==> config.mk <==
export PLATFORM = sky130hd
export DESIGN_NAME = writeback_stage
export DESIGN_NICKNAME = d
export VERILOG_FILES = /design/src/rtl/writeback_stage.sv
export SDC_FILE = /design/constraint.sdc
export NUM_CORES = 1
export LEC_CHECK = 0
export CORE_MARGIN = 1
export CORE_UTILIZATION = 45
export DETAILED_ROUTE_END_ITERATION = 10
export MAX_ROUTING_LAYER = met4
export PLACE_DENSITY_LB_ADDON = 0.05
export SLEW_MARGIN = 20
export SYNTH_ARGS = -nofsm -noshare
export SYNTH_HDL_FRONTEND = slang
export SYNTH_SLANG_ARGS = --single-unit
==> constraint.sdc <==
create_clock -name clock -period 14.1 [get_ports clock]
set_input_delay 1.41 -clock clock [delete_from_list [all_inputs] [get_ports clock]]
set_output_delay 1.41 -clock clock [all_outputs]
set_load 0.05 [all_outputs]
==> src/rtl/writeback_stage.sv <==
// writeback_stage: MEM/WB latch, destination decode and the register-file
// write port. Long-latency mul/div results retire out of order through the
// same port; a small IDLE/PENDING machine tracks the one outstanding result
// and raises wb_stall when the latched instruction must wait for it.
module writeback_stage (
  input  logic        clock,
  input  logic        reset,
  input  logic        wb_valid_in,
  input  logic [31:0] insn_in,
  input  logic [31:0] o_in,
  input  logic [31:0] d_in,
  input  logic [31:0] pcPlus1_in,
  input  logic        exc_in,
  input  logic [2:0]  excCode_in,
  input  logic        md_resultRDY,
  input  logic [31:0] md_result,
  input  logic        md_exception,
  output logic        wb_stall,
  output logic        ctrl_writeEnable,
  output logic [4:0]  ctrl_writeReg,
  output logic [31:0] data_writeReg,
  output logic        md_busy,
  output logic [4:0]  md_pendingReg
);

  localparam logic [4:0] OP_ALU  = 5'b00000;
  localparam logic [4:0] OP_ADDI = 5'b00101;
  localparam logic [4:0] OP_LW   = 5'b01000;
  localparam logic [4:0] OP_JAL  = 5'b00011;
  localparam logic [4:0] OP_SETX = 5'b10101;
  localparam logic [4:0] ALU_MUL = 5'b00110;
  localparam logic [4:0] ALU_DIV = 5'b00111;
  localparam logic [4:0] REG_STATUS = 5'd30;
  localparam logic [4:0] REG_LINK   = 5'd31;

  typedef enum logic {S_IDLE = 1'b0, S_PEND = 1'b1} state_t;

  // MEM/WB latch
  logic        r_valid;
  logic [31:0] r_insn;
  logic [31:0] r_o;
  logic [31:0] r_d;
  logic [31:0] r_pc1;
  logic        r_exc;
  logic [2:0]  r_excCode;

  // Outstanding mul/div tracking
  state_t      r_state;
  logic [4:0]  r_pendReg;
  logic        r_isDiv;

  logic [4:0]  w_opcode;
  logic [4:0]  w_rd;
  logic [4:0]  w_aluop;
  logic        w_isMd;
  logic        w_dstWrite;
  logic [4:0]  w_dstReg;
  logic [31:0] w_dstData;
  logic        w_mdDone;
  logic        w_mdWrite;
  logic [4:0]  w_mdReg;
  logic [31:0] w_mdData;
  logic        w_waw;
  logic        w_stall;

  assign w_opcode = r_insn[31:27];
  assign w_rd     = r_insn[26:22];
  assign w_aluop  = r_insn[6:2];

  // Destination decode of the latched instruction; r0 writes are dropped
  always_comb begin
    w_dstWrite = 1'b0;
    w_dstReg   = 5'd0;
    w_dstData  = 32'd0;
    w_isMd     = 1'b0;
    if (r_valid) begin
      if (r_exc) begin
        w_dstWrite = 1'b1;
        w_dstReg   = REG_STATUS;
        w_dstData  = {29'd0, r_excCode};
      end else if (w_opcode == OP_ALU && (w_aluop == ALU_MUL || w_aluop == ALU_DIV)) begin
        w_isMd = 1'b1;
      end else if (w_opcode == OP_ALU || w_opcode == OP_ADDI) begin
        w_dstWrite = 1'b1;
        w_dstReg   = w_rd;
        w_dstData  = r_o;
      end else if (w_opcode == OP_LW) begin
        w_dstWrite = 1'b1;
        w_dstReg   = w_rd;
        w_dstData  = r_d;
      end else if (w_opcode == OP_JAL) begin
        w_dstWrite = 1'b1;
        w_dstReg   = REG_LINK;
        w_dstData  = r_pc1;
      end else if (w_opcode == OP_SETX) begin
        w_dstWrite = 1'b1;
        w_dstReg   = REG_STATUS;
        w_dstData  = {5'd0, r_insn[26:0]};
      end
    end
    if (w_dstReg == 5'd0) begin
      w_dstWrite = 1'b0;
      w_dstData  = 32'd0;
    end
  end

  // Multdiv completion: exception status goes to r30, otherwise the result to pendingReg
  assign w_mdDone  = (r_state == S_PEND) && md_resultRDY;
  assign w_mdWrite = w_mdDone && (md_exception || (r_pendReg != 5'd0));
  assign w_mdReg   = md_exception ? REG_STATUS : r_pendReg;
  assign w_mdData  = md_exception ? (r_isDiv ? 32'd5 : 32'd4) : md_result;

  // Hold the latch while a mul/div is outstanding and the latched entry would
  // collide on the write port, is itself a mul/div, or overwrites pendingReg early
  assign w_waw   = w_dstWrite && (w_dstReg == r_pendReg) && (r_pendReg != 5'd0);
  assign w_stall = (r_state == S_PEND) && r_valid &&
                   ((md_resultRDY && w_dstWrite) || w_isMd || (w_waw && !md_resultRDY));

  // Write-port arbitration: a completing mul/div takes priority
  always_comb begin
    ctrl_writeEnable = 1'b0;
    ctrl_writeReg    = 5'd0;
    data_writeReg    = 32'd0;
    if (w_mdDone) begin
      if (w_mdWrite) begin
        ctrl_writeEnable = 1'b1;
        ctrl_writeReg    = w_mdReg;
        data_writeReg    = w_mdData;
      end
    end else if (w_dstWrite && !w_stall) begin
      ctrl_writeEnable = 1'b1;
      ctrl_writeReg    = w_dstReg;
      data_writeReg    = w_dstData;
    end
  end

  assign wb_stall      = w_stall;
  assign md_busy       = (r_state == S_PEND);
  assign md_pendingReg = r_pendReg;

  // Latch valid bit: reset discards the entry, stall holds it
  always_ff @(posedge clock or negedge reset) begin
    if (!reset) begin
      r_valid <= 1'b0;
    end else if (!w_stall) begin
      r_valid <= wb_valid_in;
    end
  end

  // Latch payload: captured whenever the latch is accepting
  always_ff @(posedge clock) begin
    if (!w_stall) begin
      r_insn    <= insn_in;
      r_o       <= o_in;
      r_d       <= d_in;
      r_pc1     <= pcPlus1_in;
      r_exc     <= exc_in;
      r_excCode <= excCode_in;
    end
  end

  // IDLE/PENDING machine for the single outstanding mul/div
  always_ff @(posedge clock or negedge reset) begin
    if (!reset) begin
      r_state   <= S_IDLE;
      r_pendReg <= 5'd0;
      r_isDiv   <= 1'b0;
    end else if (r_state == S_IDLE) begin
      if (w_isMd && !w_stall) begin
        r_state   <= S_PEND;
        r_pendReg <= w_rd;
        r_isDiv   <= w_aluop[0];
      end
    end else begin
      if (md_resultRDY) begin
        r_state   <= S_IDLE;
        r_pendReg <= 5'd0;
      end
    end
  end

endmodule

# Word-level counts from Yosys, hierarchy flattened
# Cells that the tools add are included.
[op_classes] n_addsub=0 n_mul=0 n_div=0 n_lt_le_gt_ge=0 n_eq_ne=8 shifts=0 muxes=44 bitwise_logic=1 n_reduce_logical=24
[op_table] cell="2-to-1 mux 32 bit" n=11
[op_table] cell="2-to-1 mux 5 bit" n=14
[op_table] cell="2-to-1 mux 27 bit" n=1
[op_table] cell="2-to-1 mux 1 bit" n=18
[op_table] cell="equality test 5 x 3 -> 1 bit (second input constant)" n=3
[op_table] cell="logical AND 1 bit" n=11
[op_table] cell="zero test 5 bit" n=2
[op_table] cell="equality test 5 x 2 -> 1 bit (second input constant)" n=1
[op_table] cell="equality test 5 x 4 -> 1 bit (second input constant)" n=1
[op_table] cell="equality test 5 bit" n=1
[op_table] cell="equality test 5 bit (second input constant)" n=1
[op_table] cell="logical OR 1 bit" n=5
[op_table] cell="nonzero test 5 bit" n=1
[op_table] cell="AND reduction 2 bit" n=2
[op_table] cell="zero test 1 bit" n=2
[op_table] cell="!= test 2 bit (second input constant)" n=1
[op_table] cell="nonzero test 2 bit" n=1
[op_table] cell="inverter 1 bit" n=1
[word_totals] reg_bits=140 latch_bits=0 ram_bits=0 romBits=0 inputBits=169 out_inout_bits=45 wordCells=87 n_memories=0

# Depth between registers and ports, before layout
[logic_depth] depth_word=19 ltp_mapped=9 ltp_nobuf=6

# Worst setup path before layout
# No wires, ideal clock.
[synth_timing] path_type="register to register" from="register r_pendReg[0], in the netlist md_pendingReg[0]" to="register r_d[0], enable pin" setup_time_ns=0.786 arrival_time_ns=10.836 required_time_ns=13.314 path_slack_ns=2.478 stages_incl_launch_ff=8 path_buffers=1 period_less_slack_ns=11.622 cell_sequence="dfrtp_1 or4_1 nand2_1 a211oi_1 o21ai_0 a2111oi_4 buf_4 nor3_1"
[synth_via] elab_chain_cells=6 elab_cells_between_ends=7 classes_between="eq/ne (1); reduce/logical (6)"
[synth_rtl] element="start, declared" line_no="49" text="logic [4:0] r_pendReg;"
[synth_rtl] element="start signal, assigned" line_no="171" text="r_pendReg <= w_rd;"
[synth_rtl] element="equality test 5 bit" line_no="115" text="assign w_waw = w_dstWrite && (w_dstReg == r_pendReg) && (r_pendReg != 5'd0);"
[synth_rtl] element="logical AND 1 bit" line_no="115"
[synth_rtl] element="logical AND 1 bit *" line_no="115"
[synth_rtl] element="logical AND 1 bit *" line_no="117" text="((md_resultRDY && w_dstWrite) || w_isMd || (w_waw && !md_resultRDY));"
[synth_rtl] element="logical OR 1 bit *" line_no="117"
[synth_rtl] element="logical AND 1 bit *" line_no="116" text="assign w_stall = (r_state == S_PEND) && r_valid &&"
[synth_rtl] element="end signal, assigned" line_no="155" text="r_d <= d_in;"
[synth_rtl] element="end, declared" line_no="42" text="logic [31:0] r_d;"
# Every way passes the cells marked *; elsewhere a longest branch is shown, timed or not.
# A chain may end at the register's enable or synchronous reset.

# Final worst setup path
[layout_timing] from="register r_insn[28]" to="output port wb_stall"
[layout_via] elab_chain_cells=15 elab_cells_between_ends=34 classes_between="eq/ne (5); mux (18); reduce/logical (11)"
[layout_rtl] element="start, declared" line_no="40" text="logic [31:0] r_insn;"
[layout_rtl] element="start signal, assigned" line_no="153" text="r_insn <= insn_in;"
[layout_rtl] element="equality test 5 bit" line_no="95" text="end else if (w_opcode == OP_SETX) begin"
[layout_rtl] element="2-to-1 mux 5 bit" line_no="95"
[layout_rtl] element="2-to-1 mux 5 bit" line_no="91" text="end else if (w_opcode == OP_JAL) begin"
[layout_rtl] element="2-to-1 mux 5 bit" line_no="87" text="end else if (w_opcode == OP_LW) begin"
[layout_rtl] element="2-to-1 mux 5 bit" line_no="83" text="end else if (w_opcode == OP_ALU || w_opcode == OP_ADDI) begin"
[layout_rtl] element="2-to-1 mux 5 bit" line_no="81" text="end else if (w_opcode == OP_ALU && (w_aluop == ALU_MUL || w_aluop == ALU_DIV)) begin"
[layout_rtl] element="2-to-1 mux 5 bit" line_no="77" text="if (r_exc) begin"
[layout_rtl] element="2-to-1 mux 5 bit" line_no="76" text="if (r_valid) begin"
[layout_rtl] element="zero test 5 bit" line_no="101" text="if (w_dstReg == 5'd0) begin"
[layout_rtl] element="2-to-1 mux 1 bit" line_no="101"
[layout_rtl] element="logical AND 1 bit (2 in a row)" line_no="115"
[layout_rtl] element="logical AND 1 bit" line_no="117"
[layout_rtl] element="logical OR 1 bit *" line_no="117"
[layout_rtl] element="logical AND 1 bit *" line_no="116"
[layout_rtl] element="end, declared" line_no="18" text="output logic wb_stall,"
# Marked as above.

==> run summary <==
For this run, asynchronously set or reset flops after synthesis account for 5.71%. The share of power burned in combinational logic is 9.3%. The power spent charging and discharging nets came out at 0.000227 W. The final max-slew violation count came out at 0.

The worst-case vdd ir drop is 81.9 µV. The die outline height came out at 119 µm. Entering global routing, the biggest net connects 90 pins. The maximum frequency from static timing analysis came out at 170 MHz. Pin placement for this block handled 214 I/O pins. The number of vias in the routed layout came out at 4859.

The wire length after detailed routing is 16.8 mm. The final worst slack came out at 8.22 ns. The pre-CTS worst setup slack came out at 8.19 ns. The maximum clock path buffer count came out at 2.

The placeable core region is 13200 µm². After detailed placement, the design holds a cell count of 840. The root buffer selected by CTS is sky130_fd_sc_hd__clkbuf_16. The count of nets after finishing is 852.

The flow ran to the end, and the final reports show no timing, DRC or antenna violations. Setup violations remaining at the end of the flow were counted as 0. The worst hold-check path type is flip-flop to flip-flop. Detailed placement ended at an HPWL of 11.5 mm.

For this configuration, the core starts out at a cell density of 46.3%. The mean area per synthesized cell is 12.9 µm². The final setup TNS came out at 0 ns.

The number of enable flip-flop cells after synthesis is 132. The antenna diode instance count came out at 0. Setup repair after global routing left no endpoint under its margin.

The portion of synthesized cell area occupied by the leading cell type is 64.6%. The capture instance of the worst register-to-register path is r_insn[11]$_DFFE_PN_. The worst setup skew after layout is 0.00979 ns. Once detail routing completed, the nets flagged for antenna violations numbered 0. The proportion of layout cells with a drive suffix above 1 came out at 9.05%. The number of maximum-capacitance constraint violations came out at 0. The part of the Yosys area used for sequential elements is 67.9%. The total power per unit cell area came out at 112 nW/µm². Clock tree synthesis found a total of 140 sinks. Net switching is 22.6% of the power. The worst reg-to-reg path cell count came out at 8. The number of remaining DRC errors came out at 0. The register-to-register setup slack is 9.65 ns. The number of buffers added to fix hold violations after cts is 0. By startpoint and endpoint, the worst setup path is classified as flip-flop to output pin. Leaving out filler cells and counting taps, the final layout contains 872. Counting flops and latches in the post-synthesis netlist gives 140. The post-CTS setup buffer count came out at 0. The time the worst path needs with I/O delays and setup came out at 5.88 ns.

The headroom to the max-slew limit came out at 25.3%. The critical path required time came out at 12.69 ns. The number of global-route vias before repair is 4924. The yosys synthesis warning count came out at 0. The initial antenna violation count came to 0. STA classifies the critical path endpoint as an output pin.

Counting every instance in the synthesized netlist gives 477. The first-pass iteration count of the detailed router came out at 7. After the first detailed-routing iteration, the DRC count stood at 512. The most common library cell in the layout ignoring fill and taps is sky130_fd_sc_hd__clkdlybuf4s50_1. The number of hold violations in the final report came out at 0. The library cells used most frequently in the layout, excluding fill and tap cells, are 213 x sky130_fd_sc_hd__clkdlybuf4s50_1, 132 x sky130_fd_sc_hd__edfxtp_1, 122 x sky130_fd_sc_hd__nand2_1, 29 x sky130_fd_sc_hd__o31ai_1, 28 x sky130_fd_sc_hd__a222oi_1. For this run the aggregate overflow at the end of global routing stands at 0. By area the synthesized netlist is led by sky130_fd_sc_hd__edfxtp_1 65%, sky130_fd_sc_hd__nand2_1 7.5%, sky130_fd_sc_hd__a222oi_1 4.6%.

Among all flip-flop cells after synthesis, the most frequent one is sky130_fd_sc_hd__edfxtp_1. The critical-path maximum fanout is 30. The first global-routing pass estimated 26.0 mm of wire.

TritonCTS created 17 clock buffers. In this run the worst setup path begins at r_insn[28]$_DFFE_PN_. When the netlist entered floorplanning its net count stood at 646.

The number of buffers inserted by port buffering came out at 213. The design internal power came out at 0.000777 W. At the pin with the least slew margin, the transition time is 1.12 ns. In this run the core area contains 42 standard-cell rows. The clock power share came out at 42.1%. The layout overhead on the synthesized area is 46.7%.

The number of H-tree levels is 4. The total global routing track utilization came out at 25.4%. The routed length per placed instance came out at 19.3 µm. The total leakage power is 3.23 nW. The cell type with the highest aggregate area in the netlist is sky130_fd_sc_hd__edfxtp_1. In this run the critical register-to-register path is launched from r_insn[28]$_DFFE_PN_. The arrival time of data at the critical path endpoint came out at 4.47 ns. The final critical-path share of the clock period came out at 41.7%. Routability-driven placement finished with a final weighted congestion of 0.871. The post-CTS resize count is 0.

The total standard cell area after synthesis came out at 6130 µm². The per-cell via count in the routed design is 5.57. Following the worst setup path forward leads to its endpoint at wb_stall. The worst setup path is launched from a flip-flop. In this run, flip-flops and latches consume 48.6% of the power. The clock-pin slew on the worst setup and hold paths came out at 0.06 ns.

The number of distinct library cells after synthesis came out at 57. The die extent in x came out at 119 µm. TritonCTS built the clock tree. The full die area came out at 14100 µm². The clock reaches the later pin of the worst-skew pair after 0.42 ns.
## cell families (layout without fill, tap and decap cells)
| group | Yosys count | after routing | share of synthesized area [%] |
|---|---|---|---|
| AO/OA/AOI/OAI | 114 | 114 | 14.7 |
| buffers and inverters | 40 | 259 | 2.88 |
| flip-flops | 140 | 140 | 67.9 |
| AND/OR/NAND/NOR | 178 | 178 | 13.6 |
| multiplexers | 4 | 4 | 0.734 |
| XOR/XNOR | 1 | 1 | 0.143 |
## sequential cells by signal, summed over array words and instances (netlist names)
signal and cells:
r_exc 1, md_pendingReg 5, r_valid 1, r_isDiv 1, r_pc1 32, r_o 32
r_insn 32, md_busy 1, r_excCode 3, r_d 32
## cell type report
type / count / area [µm²]
Fill cell: 999 / 4250
Sequential cell: 140 / 4160
Timing Repair Buffer: 222 / 2200
Multi-Input combinational cell: 297 / 1830
Clock buffer: 17 / 425
Tap cell: 176 / 220
Clock inverter: 15 / 139
Inverter: 5 / 18.8
## cell usage after synthesis, types with 6 or more instances
cell type,n
sky130_fd_sc_hd__nor2_1,9
sky130_fd_sc_hd__a222oi_1,28
sky130_fd_sc_hd__dfrtp_1,8
sky130_fd_sc_hd__clkbuf_1,21
sky130_fd_sc_hd__a21oi_1,6
sky130_fd_sc_hd__o21ai_0,17
sky130_fd_sc_hd__o21ai_1,10
sky130_fd_sc_hd__nand2_1,122
sky130_fd_sc_hd__nor3_1,8
sky130_fd_sc_hd__edfxtp_1,132
sky130_fd_sc_hd__buf_2,6
sky130_fd_sc_hd__o31ai_1,29
## power by group through the flow
stage	combinational [W]	sequential [W]	clock [W]
after floorplan	0.0000303	0.000496	0
after global placement	0.0000922	0.000496	0
after detailed placement	0.0000934	0.000497	0
after CTS	0.0000940	0.000488	0.000431
after global routing	0.0000994	0.000490	0.000449
final	0.0000936	0.000488	0.000423
## worst max-delay path, stage by stage (launching register included)
cell,delay (ns)
sky130_fd_sc_hd__edfxtp_1,0.57
sky130_fd_sc_hd__nor4_2,0.47
sky130_fd_sc_hd__and3_1,0.41
sky130_fd_sc_hd__a221oi_2,0.15
sky130_fd_sc_hd__a211o_1,0.35
sky130_fd_sc_hd__a2111oi_4,0.67
sky130_fd_sc_hd__buf_4,0.45
sky130_fd_sc_hd__or3_1,0.19
sky130_fd_sc_hd__clkdlybuf4s50_1,0.79
## worst min-delay path by stage
| stage | start | cells past startpoint | to |
|---|---|---|---|
| 2_1_floorplan | r_insn[2]$_DFFE_PN_ | 1 | r_isDiv$_DFFE_PN0P_ |
| 3_3_place_gp | r_isDiv$_DFFE_PN0P_ | 1 | r_isDiv$_DFFE_PN0P_ |
| 3_5_place_dp | r_isDiv$_DFFE_PN0P_ | 1 | r_isDiv$_DFFE_PN0P_ |
| 4_1_cts | r_isDiv$_DFFE_PN0P_ | 1 | r_isDiv$_DFFE_PN0P_ |
| 5_1_grt | r_isDiv$_DFFE_PN0P_ | 1 | r_isDiv$_DFFE_PN0P_ |
| 6_report | r_isDiv$_DFFE_PN0P_ | 1 | r_isDiv$_DFFE_PN0P_ |
## stage by stage
step                      total power (W)  utilization (%)  cell area [µm²]  hold WS, ns
after CTS                         0.00101             67.9             8990        0.524
after global routing              0.00104             67.9             9000        0.545
after global placement           0.000588             63.6             8420        0.494
after floorplan                  0.000526                -             6130        0.471
after detailed placement         0.000590             63.6             8420        0.509
final                             0.00100             67.9             9000        0.525
## routing by layer
layer / global-route usage (%) / up-vias / wire length [µm] / share of wire [%]
li1: - / 2268 / - / -
met1: 30.4 / 2347 / 6750 / 40
met2: 41.2 / 218 / 8420 / 50
met3: 6.71 / 26 / 1230 / 7.3
met4: 9.57 / 0 / 442 / 2.6
met5: - / - / 0 / 0
Note: power is estimated with default switching activity, not from simulation.
